<file path="config.mk">
export PLATFORM = sky130hd
export DESIGN_NAME = mul_div_ctrl
export DESIGN_NICKNAME = d
export VERILOG_FILES = /design/src/rtl/mul_div_ctrl.sv
export SDC_FILE = /design/constraint.sdc
export NUM_CORES = 1
export LEC_CHECK = 0
export CAP_MARGIN = 5
export CORE_MARGIN = 2
export CORE_UTILIZATION = 45
export CTS_CLUSTER_SIZE = 10
export DETAILED_ROUTE_END_ITERATION = 8
export PLACE_DENSITY_LB_ADDON = 0.08
export SYNTH_ARGS = -nofsm -noshare
export SYNTH_HDL_FRONTEND = slang
export SYNTH_SLANG_ARGS = --single-unit
export TNS_END_PERCENT = 100
</file>
<file path="constraint.sdc">
create_clock -name clk -period 4.5 [get_ports clk]
set_input_delay 0.45 -clock clk [delete_from_list [all_inputs] [get_ports clk]]
set_output_delay 0.45 -clock clk [all_outputs]
set_load 0.1 [all_outputs]
</file>
<file path="src/rtl/mul_div_ctrl.sv">
// Multi-cycle multiply/divide sequencer for the EX stage.
// Runs a 1-bit-per-cycle shift-add multiplier or restoring divider on operand
// magnitudes, applies sign correction, and presents the result on hi/lo with
// a one-cycle done pulse. stall holds the front of the pipeline while busy.
module mul_div_ctrl #(
  parameter int DATA_WIDTH = 32
) (
  input  logic                  clk,
  input  logic                  rst,
  input  logic                  start,
  input  logic [5:0]            funct,
  input  logic                  flush,
  input  logic [DATA_WIDTH-1:0] operand_a,
  input  logic [DATA_WIDTH-1:0] operand_b,
  output logic                  stall,
  output logic                  done,
  output logic [DATA_WIDTH-1:0] hi,
  output logic [DATA_WIDTH-1:0] lo,
  output logic                  div_by_zero
);

  localparam int DW = DATA_WIDTH;
  localparam int CW = $clog2(DATA_WIDTH) + 1;

  localparam logic [5:0] F_MULT  = 6'h18;
  localparam logic [5:0] F_MULTU = 6'h19;
  localparam logic [5:0] F_DIV   = 6'h1A;
  localparam logic [5:0] F_DIVU  = 6'h1B;

  typedef enum logic [2:0] {
    IDLE,
    MUL,
    DIV,
    FIX,
    DONE
  } state_t;

  state_t state, state_next;

  // Operation context latched at accept
  logic [2*DW-1:0] acc;
  logic [DW-1:0]   opa;
  logic [DW-1:0]   opb;
  logic [CW-1:0]   cnt;
  logic            neg_q;
  logic            neg_r;
  logic            is_div;

  // Decode / accept signals
  logic          valid_op;
  logic          op_is_div;
  logic          op_signed;
  logic          accept;
  logic          b_zero;
  logic          sa;
  logic          sb;
  logic [DW-1:0] mag_a;
  logic [DW-1:0] mag_b;
  logic          last_iter;

  // Datapath step / fixup results
  logic [DW:0]     mul_sum;
  logic [2*DW-1:0] mul_next;
  logic [DW+1:0]   div_diff;
  logic [2*DW-1:0] div_next;
  logic [2*DW-1:0] prod_fix;
  logic [DW-1:0]   quo_fix;
  logic [DW-1:0]   rem_fix;

  // Instruction decode, operand magnitudes and accept condition
  always_comb begin
    valid_op  = (funct == F_MULT) || (funct == F_MULTU) ||
                (funct == F_DIV)  || (funct == F_DIVU);
    op_is_div = (funct == F_DIV)  || (funct == F_DIVU);
    op_signed = (funct == F_MULT) || (funct == F_DIV);
    accept    = (state == IDLE) && start && valid_op && !flush;
    b_zero    = (operand_b == '0);
    sa        = op_signed && operand_a[DW-1];
    sb        = op_signed && operand_b[DW-1];
    mag_a     = sa ? (~operand_a + 1'b1) : operand_a;
    mag_b     = sb ? (~operand_b + 1'b1) : operand_b;
    last_iter = (cnt == CW'(DW-1));
  end

  // One shift-add / restoring-divide iteration plus the final sign fixup.
  // The divide trial subtraction is one bit wider than the divisor because the
  // shifted partial remainder can exceed DW bits before the subtract.
  always_comb begin
    mul_sum  = {1'b0, acc[2*DW-1:DW]} + (opb[0] ? {1'b0, opa} : '0);
    mul_next = {mul_sum, acc[DW-1:1]};
    div_diff = {1'b0, acc[2*DW-1:DW-1]} - {2'b00, opb};
    div_next = div_diff[DW+1] ? {acc[2*DW-2:0], 1'b0}
                              : {div_diff[DW-1:0], acc[DW-2:0], 1'b1};
    prod_fix = neg_q ? (~acc + 1'b1) : acc;
    quo_fix  = neg_q ? (~acc[DW-1:0] + 1'b1) : acc[DW-1:0];
    rem_fix  = neg_r ? (~acc[2*DW-1:DW] + 1'b1) : acc[2*DW-1:DW];
  end

  // State register
  always_ff @(posedge clk) begin
    if (rst) begin
      state <= IDLE;
    end else begin
      state <= state_next;
    end
  end

  // Next-state logic and handshake outputs; flush overrides any busy state
  always_comb begin
    state_next = state;
    stall      = 1'b0;
    done       = 1'b0;
    case (state)
      IDLE: begin
        if (accept) begin
          if (op_is_div && b_zero) begin
            state_next = DONE;
          end else if (op_is_div) begin
            state_next = DIV;
          end else begin
            state_next = MUL;
          end
        end
        stall = accept;
      end
      MUL: begin
        if (last_iter) state_next = FIX;
        stall = 1'b1;
      end
      DIV: begin
        if (last_iter) state_next = FIX;
        stall = 1'b1;
      end
      FIX: begin
        state_next = DONE;
        stall      = 1'b1;
      end
      DONE: begin
        state_next = IDLE;
        done       = 1'b1;
      end
      default: state_next = IDLE;
    endcase
    if (flush && (state != IDLE)) state_next = IDLE;
  end

  // Datapath registers and result outputs
  always_ff @(posedge clk) begin
    if (rst) begin
      acc         <= '0;
      opa         <= '0;
      opb         <= '0;
      cnt         <= '0;
      neg_q       <= 1'b0;
      neg_r       <= 1'b0;
      is_div      <= 1'b0;
      hi          <= '0;
      lo          <= '0;
      div_by_zero <= 1'b0;
    end else begin
      case (state)
        IDLE: begin
          if (accept) begin
            cnt    <= '0;
            neg_q  <= sa ^ sb;
            neg_r  <= sa;
            is_div <= op_is_div;
            opa    <= mag_a;
            opb    <= mag_b;
            acc    <= op_is_div ? {{DW{1'b0}}, mag_a} : '0;
            // Divide by zero skips iteration; the result is posted here so it
            // is visible during the DONE cycle that follows.
            if (op_is_div && b_zero) begin
              hi          <= operand_a;
              lo          <= '1;
              div_by_zero <= 1'b1;
            end
          end
        end
        MUL: begin
          acc <= mul_next;
          opb <= opb >> 1;
          cnt <= cnt + CW'(1);
        end
        DIV: begin
          acc <= div_next;
          cnt <= cnt + CW'(1);
        end
        FIX: begin
          if (!flush) begin
            if (is_div) begin
              hi <= rem_fix;
              lo <= quo_fix;
            end else begin
              hi <= prod_fix[2*DW-1:DW];
              lo <= prod_fix[DW-1:0];
            end
            div_by_zero <= 1'b0;
          end
        end
        default: ;
      endcase
    end
  end

endmodule

</file>
==> impl_metrics.ini <==
[run_status]
status = finished clean

[pwr]
swShare_pct = 27.1
clkPwrFrac_pct = 44.8
leakagePower_nw = 6.53
p_sw_w = 0.00118
pwr-share-seq_pct = 42.8
finalPower_w = 0.00435
p_per_area_nw_per_um2 = 246
intPower_w = 0.00317
share_comb_of_total_power_pct = 12.5
ir_worst_vdd_v = 0.000252

[worst_hold_path]
hold_class = input port to register
min_from = rst
min_path_cells = 2

[placement]
placed_cells = 2470
io_buffers = 140
place_ws_ns = 0.440
place_congestion = 0.885
hpwl_um = 39000

[timing]
skew_ns = 0.0172
worst_slack_ns = 0.851
fin_crit_sh_pct = 81.1
slew_headroom_pct = 23.2
fin_setup_tns_ns = 0
setup_violations = 0
fmax_mhz = 274
maxSlewViolCount = 0
max_slew.worst_pin.slew_ns = 1.15
hold_viol = 0
rsz0062_at_grt = no
period_minus_slack_ns = 3.65

[floorplanning]
die-area_um2 = 35200
rows = 67
io-pin-count = 141
die-width_um = 188
initial_utilization_pct = 45.5
coreArea_um2 = 33400
die_y_um = 188

[clock_network]
cts-buffers-inserted = 26
clock_latency_ns = 0.55
cts_hold_buf = 0
clock_path_buffers = 3
htreeDepth = 1
root_buffer = clkbuf_16
cts.clk_slew.worst_paths_ns = 0.06
clkSinkCount = 205
cts_tree = done
cts_setup_buffers = 0
cts_resized = 0

[yosys]
synth_async_sr_flop_share_pct = 0
synth_flop_cell = dfxtp_1
synthAdderAreaFrac_pct = 5.95
synth_cell_types = 83
synth_compound_area_share_pct = 29.4
syn_area_um2 = 15200
synth-edff-count = 0
syn_inst = 1985
synth_seq_cells = 205
synth_mux_area_share_pct = 1.64
synth_xor_area_share_pct = 9.29
synth-warning-count = 0
synth-simple-area-share_pct = 21.0
synth_top_family_by_area = compound AO/OA/AOI/OAI gates
synth.avg_cell_area_um2 = 7.64
seq_area_frac_synth_pct = 27.0
synthesis.nets = 2130

[detailed_routing]
wl_um = 51500
drt_iter0_drc = 1127
vias = 15200
vias_per_cell = 6.04
drc_errors = 0
ant_nets = 0
first_pass_iters = 5
detail_route.wl_per_cell_um = 20.5

[cells_and_area]
post-route-util_pct = 53.0
instances_no_fill = 2510
nNetsFinal = 2195
layout-drive-gt1-share_pct = 7.08
diodes = 0
syn_to_final_growth_pct = 16.6

[setup_path]
cp_slowest_cell = dfxtp_1
endpoint = acc[58]
r2r-end = acc[58]
path_max_fanout = 30
critPathCaptureType = register
startpoint_type = register
cpPeakStageDelay_ns = 0.47
cp.required_ns = 4.90
r2r_slack_ns = 0.85
cp-startpoint = opb[0]
r2r_cells = 13
cp.arrival_ns = 4.05
path_class = register to register
r2r-start = opb[0]
cp_cell_sequence = buf_4 -> and2_1 -> ha_1 -> o21ai_0 -> o21ai_0 -> a21oi_1 -> nor4_1 -> buf_4 -> o211ai_1 -> a21oi_1 -> or4_1 -> a32oi_1 -> a31oi_1

[global_routing]
antenna_found_initial = 0
grt_util_all_layers_pct = 28.4
gr-total-overflow = 0
grt_pass1_vias = 14100
grt_pass1_wl_um = 80200
grt_max_degree = 95

[job]
cap_violations = 0
-- cell usage after synthesis, types with 24 or more instances --
cell type	number	share of area (%)
a211oi_1	75	3.7
a21o_1	29	1.4
nand2_1	181	4.5
a22oi_1	55	2.7
xor2_1	62	3.6
nor2_1	204	5.0
o31ai_1	29	1.4
nand3_1	39	1.3
dfxtp_1	205	27
a311oi_1	24	1.4
clkbuf_1	124	3.1
ha_1	69	5.7
o21ai_0	88	2.9
a21oi_1	160	5.3
inv_1	61	1.5
nor3_1	57	1.9
and2_1	43	1.8
xnor2_1	99	5.7
-- logic make-up after synthesis --
kind of cell / Yosys count
compound gates: 648
buf+inv: 211
fa+ha+maj: 71
simple gates: 666
flops: 205
xor+xnor: 161
mux: 23
-- how the worst min path moves through the flow --
stage / end / slack, ns
after floorplan: opa[0] / 0.43
after global placement: opa[0] / 0.44
after detailed placement: hi[18] / 0.45
after CTS: acc[38] / 0.40
after global routing: cnt[1] / 0.43
final: lo[28] / 0.41
-- power groups by stage --
stage / registers [W] / logic [W] / clock network [W]
6_report: 0.00186 / 0.000542 / 0.00195
3_3_place_gp: 0.00190 / 0.000533 / 0
5_1_grt: 0.00186 / 0.000586 / 0.00205
3_5_place_dp: 0.00190 / 0.000534 / 0
2_1_floorplan: 0.00188 / 0.000325 / 0
4_1_cts: 0.00186 / 0.000537 / 0.00198
-- layout by cell type, fill, tap and decap left out, types with 62 or more instances in the layout --
cell type,netlist,final
dfxtp_1,205,205
nor2_1,204,200
nand2_1,181,181
a21oi_1,160,160
clkdlybuf4s50_1,0,138
xnor2_1,99,99
o21ai_0,88,88
a211oi_1,75,75
ha_1,69,69
xor2_1,62,62
-- area by class of cell --
type                            instances  area (µm²)
Inverter                               62         233
Timing Repair Buffer                  186        1770
Sequential cell                       205        4100
Clock buffer                           34         691
Clock inverter                          6        66.3
Tap cell                              448         561
Multi-Input combinational cell       1569       10300
Fill cell                            3336       15700
-- registers in the layout, summed over array words and instances, names as in the netlist --
signal,flops
neg_r,1
acc,64
div_by_zero,1
cnt,6
is_div,1
opa,32
lo,32
opb,32
state,3
neg_q,1
hi,32
-- metal layers --
layer	track usage, %	share of wire [%]
met5	0	0
met2	47.6	46
met4	9.72	3.4
met1	37.8	45
met3	3.20	6.0
-- worst max-delay path, delay by kind of cell, from the launching register on --
kind                       cells  cell delay [ns]
DFF                            1             0.47
adders and majority gates      1             0.26
and+or+nand+nor                3             0.70
buffers and inverters          2             0.46
AOI/OAI and AO/OA              7             1.60
-- per-stage QoR --
stage               hold slack [ns]  cell area, µm²
floorplan                     0.432           15200
global placement              0.444           16900
detailed placement            0.448           16900
CTS                           0.399           17700
global route                  0.433           17700
finish                        0.406           17700
Power figures use the tool's default switching activity.
